## config.mk

```make
export PLATFORM = sky130hd
export DESIGN_NAME = relu_seq_ctrl
export DESIGN_NICKNAME = d
export VERILOG_FILES = /design/src/rtl/relu_pkg.sv /design/src/rtl/relu_skid_fifo.sv /design/src/rtl/relu_seq_ctrl.sv
export SDC_FILE = /design/constraint.sdc
export NUM_CORES = 1
export LEC_CHECK = 0
export ABC_AREA = 0
export BUFFER_PORTS_ARGS = -buffer_cell sky130_fd_sc_hd__buf_4
export CORE_MARGIN = 2
export CORE_UTILIZATION = 58
export CTS_BUF_LIST = sky130_fd_sc_hd__clkbuf_8
export DETAILED_ROUTE_END_ITERATION = 10
export PLACE_DENSITY = 0.93
export SYNTH_ARGS = -nofsm -noshare
export SYNTH_HDL_FRONTEND = slang
export SYNTH_SLANG_ARGS = --single-unit
```

## constraint.sdc

```tcl
create_clock -name clk -period 3.75 [get_ports clk]
set_input_delay 0.375 -clock clk [delete_from_list [all_inputs] [get_ports clk]]
set_output_delay 0.375 -clock clk [all_outputs]
set_load 0.03 [all_outputs]
```

## src/rtl/relu_pkg.sv

```systemverilog
// Shared types and the per-element activation for the ReLU sequencer.
// Define RELU_LEAKY_EN to turn negative inputs into an arithmetic right shift.
package relu_pkg;

    localparam int unsigned VALUE_SIZE_DEF = 16;

    typedef logic [1:0] state_t;

    localparam state_t StIdle  = 2'd0;
    localparam state_t StRun   = 2'd1;
    localparam state_t StDrain = 2'd2;
    localparam state_t StDone  = 2'd3;

`ifdef RELU_LEAKY_EN
    localparam bit LeakyEn = 1'b1;
`else
    localparam bit LeakyEn = 1'b0;
`endif

    // Operates on a sign-extended 64-bit value so any element width up to 64 can reuse it.
    function automatic logic signed [63:0] relu_elem(input logic signed [63:0] x,
                                                     input int unsigned shift);
        if (x[63]) begin
            return LeakyEn ? (x >>> shift) : '0;
        end
        return x;
    endfunction

endpackage

```

## src/rtl/relu_skid_fifo.sv

```systemverilog
// Two-entry FIFO used as the skid buffer between the read path and the write handshake.
// Push and pop in the same cycle is accepted even when full.
module relu_skid_fifo #(
    parameter int unsigned WIDTH = 21
) (
    input  logic             clk,
    input  logic             rst_n,
    input  logic             push,
    input  logic [WIDTH-1:0] push_data,
    input  logic             pop,
    output logic [WIDTH-1:0] pop_data,
    output logic             full,
    output logic             empty,
    output logic [1:0]       count
);

    logic [WIDTH-1:0] mem_q [2];
    logic [WIDTH-1:0] mem_d [2];
    logic             wr_ptr_q, wr_ptr_d;
    logic             rd_ptr_q, rd_ptr_d;
    logic [1:0]       count_q, count_d;
    logic             do_push, do_pop;

    always_comb begin
        do_pop   = pop && (count_q != 2'd0);
        do_push  = push && ((count_q != 2'd2) || do_pop);
        mem_d    = mem_q;
        wr_ptr_d = wr_ptr_q;
        rd_ptr_d = rd_ptr_q;
        count_d  = count_q;
        if (do_push) begin
            mem_d[wr_ptr_q] = push_data;
            wr_ptr_d        = ~wr_ptr_q;
        end
        if (do_pop) begin
            rd_ptr_d = ~rd_ptr_q;
        end
        if (do_push && !do_pop) begin
            count_d = count_q + 2'd1;
        end else if (!do_push && do_pop) begin
            count_d = count_q - 2'd1;
        end
    end

    always_ff @(posedge clk or negedge rst_n) begin
        if (!rst_n) begin
            mem_q    <= '{default: '0};
            wr_ptr_q <= 1'b0;
            rd_ptr_q <= 1'b0;
            count_q  <= 2'd0;
        end else begin
            mem_q    <= mem_d;
            wr_ptr_q <= wr_ptr_d;
            rd_ptr_q <= rd_ptr_d;
            count_q  <= count_d;
        end
    end

    assign pop_data = mem_q[rd_ptr_q];
    assign full     = (count_q == 2'd2);
    assign empty    = (count_q == 2'd0);
    assign count    = count_q;

endmodule

```

## src/rtl/relu_seq_ctrl.sv

```systemverilog
// Streams a feature map from the source RAM through ReLU into the activation-map RAM.
// Optional macro RELU_LEAKY_EN selects the leaky slope (shift by LEAK_SHIFT) for negatives.
module relu_seq_ctrl
    import relu_pkg::*;
#(
    parameter int unsigned FM_WIDTH   = 5,
    parameter int unsigned FM_HEIGHT  = 5,
    parameter int unsigned VALUE_SIZE = VALUE_SIZE_DEF,
    parameter int unsigned ADDR_W     = 5,
    parameter int unsigned LEAK_SHIFT = 3
) (
    input  logic                  clk,
    input  logic                  rst_n,
    input  logic                  start,
    input  logic [ADDR_W-1:0]     base_rd,
    input  logic [ADDR_W-1:0]     base_wr,
    output logic                  busy,
    output logic                  done,
    output logic                  rd_en,
    output logic [ADDR_W-1:0]     rd_addr,
    input  logic [VALUE_SIZE-1:0] rd_data,
    output logic                  wr_valid,
    input  logic                  wr_ready,
    output logic [ADDR_W-1:0]     wr_addr,
    output logic [VALUE_SIZE-1:0] wr_data
);

    localparam int unsigned N     = FM_WIDTH * FM_HEIGHT;
    localparam int unsigned CNT_W = ADDR_W + 1;
    localparam int unsigned ENT_W = VALUE_SIZE + ADDR_W;
    localparam logic [CNT_W-1:0] NumElems = CNT_W'(N);

    state_t            state_q, state_d;
    logic [ADDR_W-1:0] base_rd_q, base_rd_d;
    logic [ADDR_W-1:0] base_wr_q, base_wr_d;
    logic [CNT_W-1:0]  rd_cnt_q, rd_cnt_d;
    logic [CNT_W-1:0]  wr_cnt_q, wr_cnt_d;
    logic              inflight_q, inflight_d;
    logic [ADDR_W-1:0] inflight_idx_q, inflight_idx_d;

    logic              pop;
    logic [2:0]        occ;
    logic [VALUE_SIZE-1:0] relu_val;
    logic [ENT_W-1:0]  push_data, head;
    logic              fifo_full, fifo_empty;
    logic [1:0]        fifo_count;

    assign relu_val  = VALUE_SIZE'(relu_elem(64'(signed'(rd_data)), LEAK_SHIFT));
    assign push_data = {base_wr_q + inflight_idx_q, relu_val};

    relu_skid_fifo #(
        .WIDTH(ENT_W)
    ) u_skid (
        .clk      (clk),
        .rst_n    (rst_n),
        .push     (inflight_q),
        .push_data(push_data),
        .pop      (pop),
        .pop_data (head),
        .full     (fifo_full),
        .empty    (fifo_empty),
        .count    (fifo_count)
    );

    always_comb begin
        wr_valid = !fifo_empty;
        pop      = wr_valid && wr_ready;
        wr_data  = wr_valid ? head[VALUE_SIZE-1:0] : '0;
        wr_addr  = wr_valid ? head[ENT_W-1:VALUE_SIZE] : '0;
        // Counting the current pop keeps 1 element/cycle while guaranteeing a slot for in-flight data.
        occ      = 3'(inflight_q) + 3'(fifo_count) - 3'(pop);
        rd_en    = (state_q == StRun) && (rd_cnt_q < NumElems) && (occ < 3'd2) && !fifo_full;
        rd_addr  = base_rd_q + rd_cnt_q[ADDR_W-1:0];
        busy     = (state_q == StRun) || (state_q == StDrain);
        done     = (state_q == StDone);
    end

    always_comb begin
        state_d        = state_q;
        base_rd_d      = base_rd_q;
        base_wr_d      = base_wr_q;
        rd_cnt_d       = rd_cnt_q + CNT_W'(rd_en);
        wr_cnt_d       = wr_cnt_q + CNT_W'(pop);
        inflight_d     = rd_en;
        inflight_idx_d = rd_cnt_q[ADDR_W-1:0];
        unique case (state_q)
            StIdle: begin
                if (start) begin
                    base_rd_d = base_rd;
                    base_wr_d = base_wr;
                    rd_cnt_d  = '0;
                    wr_cnt_d  = '0;
                    state_d   = StRun;
                end
            end
            StRun: begin
                if (rd_cnt_q == NumElems) begin
                    state_d = StDrain;
                end
            end
            StDrain: begin
                if (wr_cnt_d == NumElems) begin
                    state_d = StDone;
                end
            end
            StDone: begin
                state_d = StIdle;
            end
            default: state_d = StIdle;
        endcase
    end

    always_ff @(posedge clk or negedge rst_n) begin
        if (!rst_n) begin
            state_q        <= StIdle;
            base_rd_q      <= '0;
            base_wr_q      <= '0;
            rd_cnt_q       <= '0;
            wr_cnt_q       <= '0;
            inflight_q     <= 1'b0;
            inflight_idx_q <= '0;
        end else begin
            state_q        <= state_d;
            base_rd_q      <= base_rd_d;
            base_wr_q      <= base_wr_d;
            rd_cnt_q       <= rd_cnt_d;
            wr_cnt_q       <= wr_cnt_d;
            inflight_q     <= inflight_d;
            inflight_idx_q <= inflight_idx_d;
        end
    end

endmodule

```

==> impl_metrics.py <==
metrics = {
    "status": {
        "status": "finished, final reports clean",
    },
    "logic_synthesis": {
        "yosys_warnings": 0,
        "synth_edf_count": 0,
        "synth_area_sq_um": 3680,
        "synth_compound_area_share_pct": 8.94,
        "yosysTopAreaCell": "dfrtp_1",
        "async_reset_ff_share_pct": 100,
        "synthAdderAreaFrac_pct": 8.09,
        "syn_inst": 371,
        "synth_xor_area_share_pct": 4.99,
        "yosys.area_share.simple_pct": 16.1,
        "synth_common_cells": "dfrtp_1 (74), nand2_1 (68), o21ai_0 (35), nor2_1 (32), mux2i_1 (20)",
        "ys_ff_latch": 74,
        "yosys.cell_count.top_type": "dfrtp_1",
        "synth_top_family_by_area": "simple AND/OR/NAND/NOR gates",
        "synthMuxAreaShare_pct": 6.97,
        "synth_flop_cell": "dfrtp_1",
        "synth_top_cell_area_share_pct": 50.3,
        "syn-num-nets": 423,
        "yosysSeqAreaShare_pct": 50.3,
        "ys_types": 36,
        "avgSynthCellArea_sq_um": 9.93,
        "synth_area_leaders": "dfrtp_1 (50%), nand2_1 (6.9%), ha_1 (6.5%)",
    },
    "power": {
        "power_density_nw_per_um2": 835,
        "irDropWorstVdd_mv": 0.559,
        "total_power_uw": 3610,
        "cellLeakagePower_uw": 0.00224,
    },
    "clock_network": {
        "cts_hold_buffers": 0,
        "cts_setup_buffers": 0,
        "tritoncts": "built",
        "cts_resized": 0,
        "cts_inserted_buffers": 9,
        "cts.sink_count": 74,
        "root_buffer": "clkbuf_8",
        "htreeDepth": 3,
        "cts_max_path_buffers": 2,
        "clk_pin_slew_ns": 0.07,
        "clk_latency_ns": 0.34,
    },
    "min_path": {
        "min_path_type": "input port to asynchronous set/reset pin",
    },
    "worst_setup_path": {
        "cpPeakStageDelay_ns": 0.45,
        "setup.worst_path.class": "flop to primary output",
        "setup.worst_path.end_class": "primary output",
        "arrival_ns": 2.95,
        "critPathMaxFanout": 5,
        "startpoint_type": "flop",
        "slowest_stage": "dfrtp_1",
        "path_cells": "nor2_1, inv_1, nand2_1, inv_1, ha_1, nand2b_1, fa_1, o21ai_0, o41ai_1, nor4_2, buf_4",
        "cp_common_cell": "inv_1",
        "cp.required_ns": 3.38,
    },
    "sta": {
        "fin_crit_ns": 3.33,
        "fin_ws_ns": 0.422,
        "rsz0062_at_grt": "false",
        "fin_skew_ns": 0.00714,
        "drv_slew": 0,
        "slew_headroom_pct": 22.6,
        "tns_ns": 0,
        "tightest_slew_ns": 1.16,
        "setup_viol": 0,
        "fin_crit_sh_pct": 88.8,
        "hold_violations": 0,
        "fmax_mhz": 300,
    },
    "placed_design": {
        "portBuffers": 58,
        "postPlaceCellArea_sq_um": 4140,
        "preCtsSetupSlack_ns": 0.448,
        "hpwl_um": 5110,
        "gp_congestion": 0.744,
    },
    "flow_run": {
        "drv_cap": 0,
    },
    "routing": {
        "routed-wl-met2_um": 3670,
        "wl_met3_um": 326,
        "drt_iter0_markers": 146,
        "met1_length_um": 3170,
        "drc": 0,
        "first_pass_iters": 4,
        "top_layer": "met4",
        "vias_per_cell": 5.36,
        "wl_per_cell_um": 14.4,
        "ant_nets": 0,
        "wl_um": 7250,
        "via_count": 2705,
    },
    "layout": {
        "utilization_pct": 69.3,
        "stdcell_area_sq_um": 4320,
        "drive_above_1_share_pct": 20.3,
        "layout.nets": 476,
        "syn_to_final_growth_pct": 17.4,
        "diodes": 0,
    },
    "global_routing": {
        "grt_start_max_net_pins": 75,
        "antenna_found_initial": 0,
        "grt_pass1_wl_um": 12600,
        "grt_pass1_vias": 2762,
        "gr-total-overflow": 0,
        "gr-usage-all-layers_pct": 22.5,
    },
    "floorplan": {
        "initial_core_util_pct": 59.0,
        "core_region_area_sq_um": 6240,
        "die-area_sq_um": 7000,
        "die_x_um": 83.7,
        "row_count": 29,
        "io_pins": 60,
        "die_h_um": 83.7,
    },
}
-- registers in the layout, summed over array words and instances, names as in the netlist --
name / count
base_rd_q: 5
state_q: 2
wr_cnt_q: 6
rd_cnt_q: 6
base_wr_q: 5
u_skid.count: 2
u_skid.mem_q: 40
u_skid.rd_ptr_q: 1
inflight_q: 1
u_skid.wr_ptr_q: 1
inflight_idx_q: 5
-- per-stage QoR --
stage	std cells	hold slack (ns)
after global placement	490	0.461
final	505	0.156
after detailed placement	490	0.469
after floorplan	371	0.0794
after global routing	505	0.213
after CTS	505	0.188
-- report_power, final --
group	internal, uW	total (uW)	switching, uW
clock	300	582	282
combinational	690	1650	964
sequential	1110	1380	270
-- cell type report --
type                       instances  area [sq um]
tap                               77          96.3
sequential                        74          1850
fill                             492          1920
clock buffer                       9           124
multi-input combinational        261          1670
inverter                          17          63.8
clock inverter                     6          58.8
timing repair buffer              61           458
-- final timing paths --
check | to | slack, ns | cells past startpoint | start
min in group clk | base_rd_q[4] | 0.22 | 3 | base_rd[4]
worst min register to register | u_skid.mem_q[20] | 0.48 | 2 | u_skid.mem_q[20]
worst max-delay path | rd_en | 0.42 | 11 | u_skid.count[1]
worst max register to register | rd_cnt_q[4] | 0.43 | 15 | u_skid.count[1]
max in group asynchronous | u_skid.mem_q[12] | 2.99 | 1 | rst_n
worst min-delay path | u_skid.mem_q[22] | 0.16 | 1 | rst_n
-- layout by cell type, fill, tap and decap left out, types with 2 or more instances in the layout --
master / synthesis / routed
dfrtp_1: 74 / 74
nand2_1: 68 / 68
buf_4: 7 / 61
o21ai_0: 35 / 35
nor2_1: 32 / 32
mux2i_1: 20 / 20
nand2b_1: 19 / 19
ha_1: 19 / 19
inv_1: 16 / 16
xnor2_1: 12 / 12
xor2_1: 9 / 9
clkbuf_8: 0 / 9
nand3_1: 6 / 6
o21ai_1: 6 / 6
and2_1: 5 / 5
a21o_1: 4 / 4
a21oi_1: 4 / 4
mux2_2: 4 / 4
clkinv_2: 0 / 4
fa_1: 3 / 3
o31a_1: 2 / 2
-- layer usage --
metal,global-route usage [%],vias up
li1,-,1321
met1,28.8,1305
met2,38.9,68
met3,4.85,11
met4,6.45,0
met5,0,-
-- kinds of logic (layout without fill, tap and decap cells) --
group,count (synthesis),count (layout)
adder cells (fa/ha/maj),22,22
buffers and inverters,36,93
other,1,1
flip-flops,74,74
XOR/XNOR,21,21
multiplexers,25,25
AND/OR/NAND/NOR,136,136
AO/OA/AOI/OAI,56,56
-- critical path: cells and delay by family, from the launching register on --
family	cells	cell delay (ns)
AO/OA/AOI/OAI	2	0.33
adder cells (fa/ha/maj)	2	0.67
buffers and inverters	3	0.39
AND/OR/NAND/NOR	4	0.76
flip-flops	1	0.45
Power figures use the tool's default switching activity.
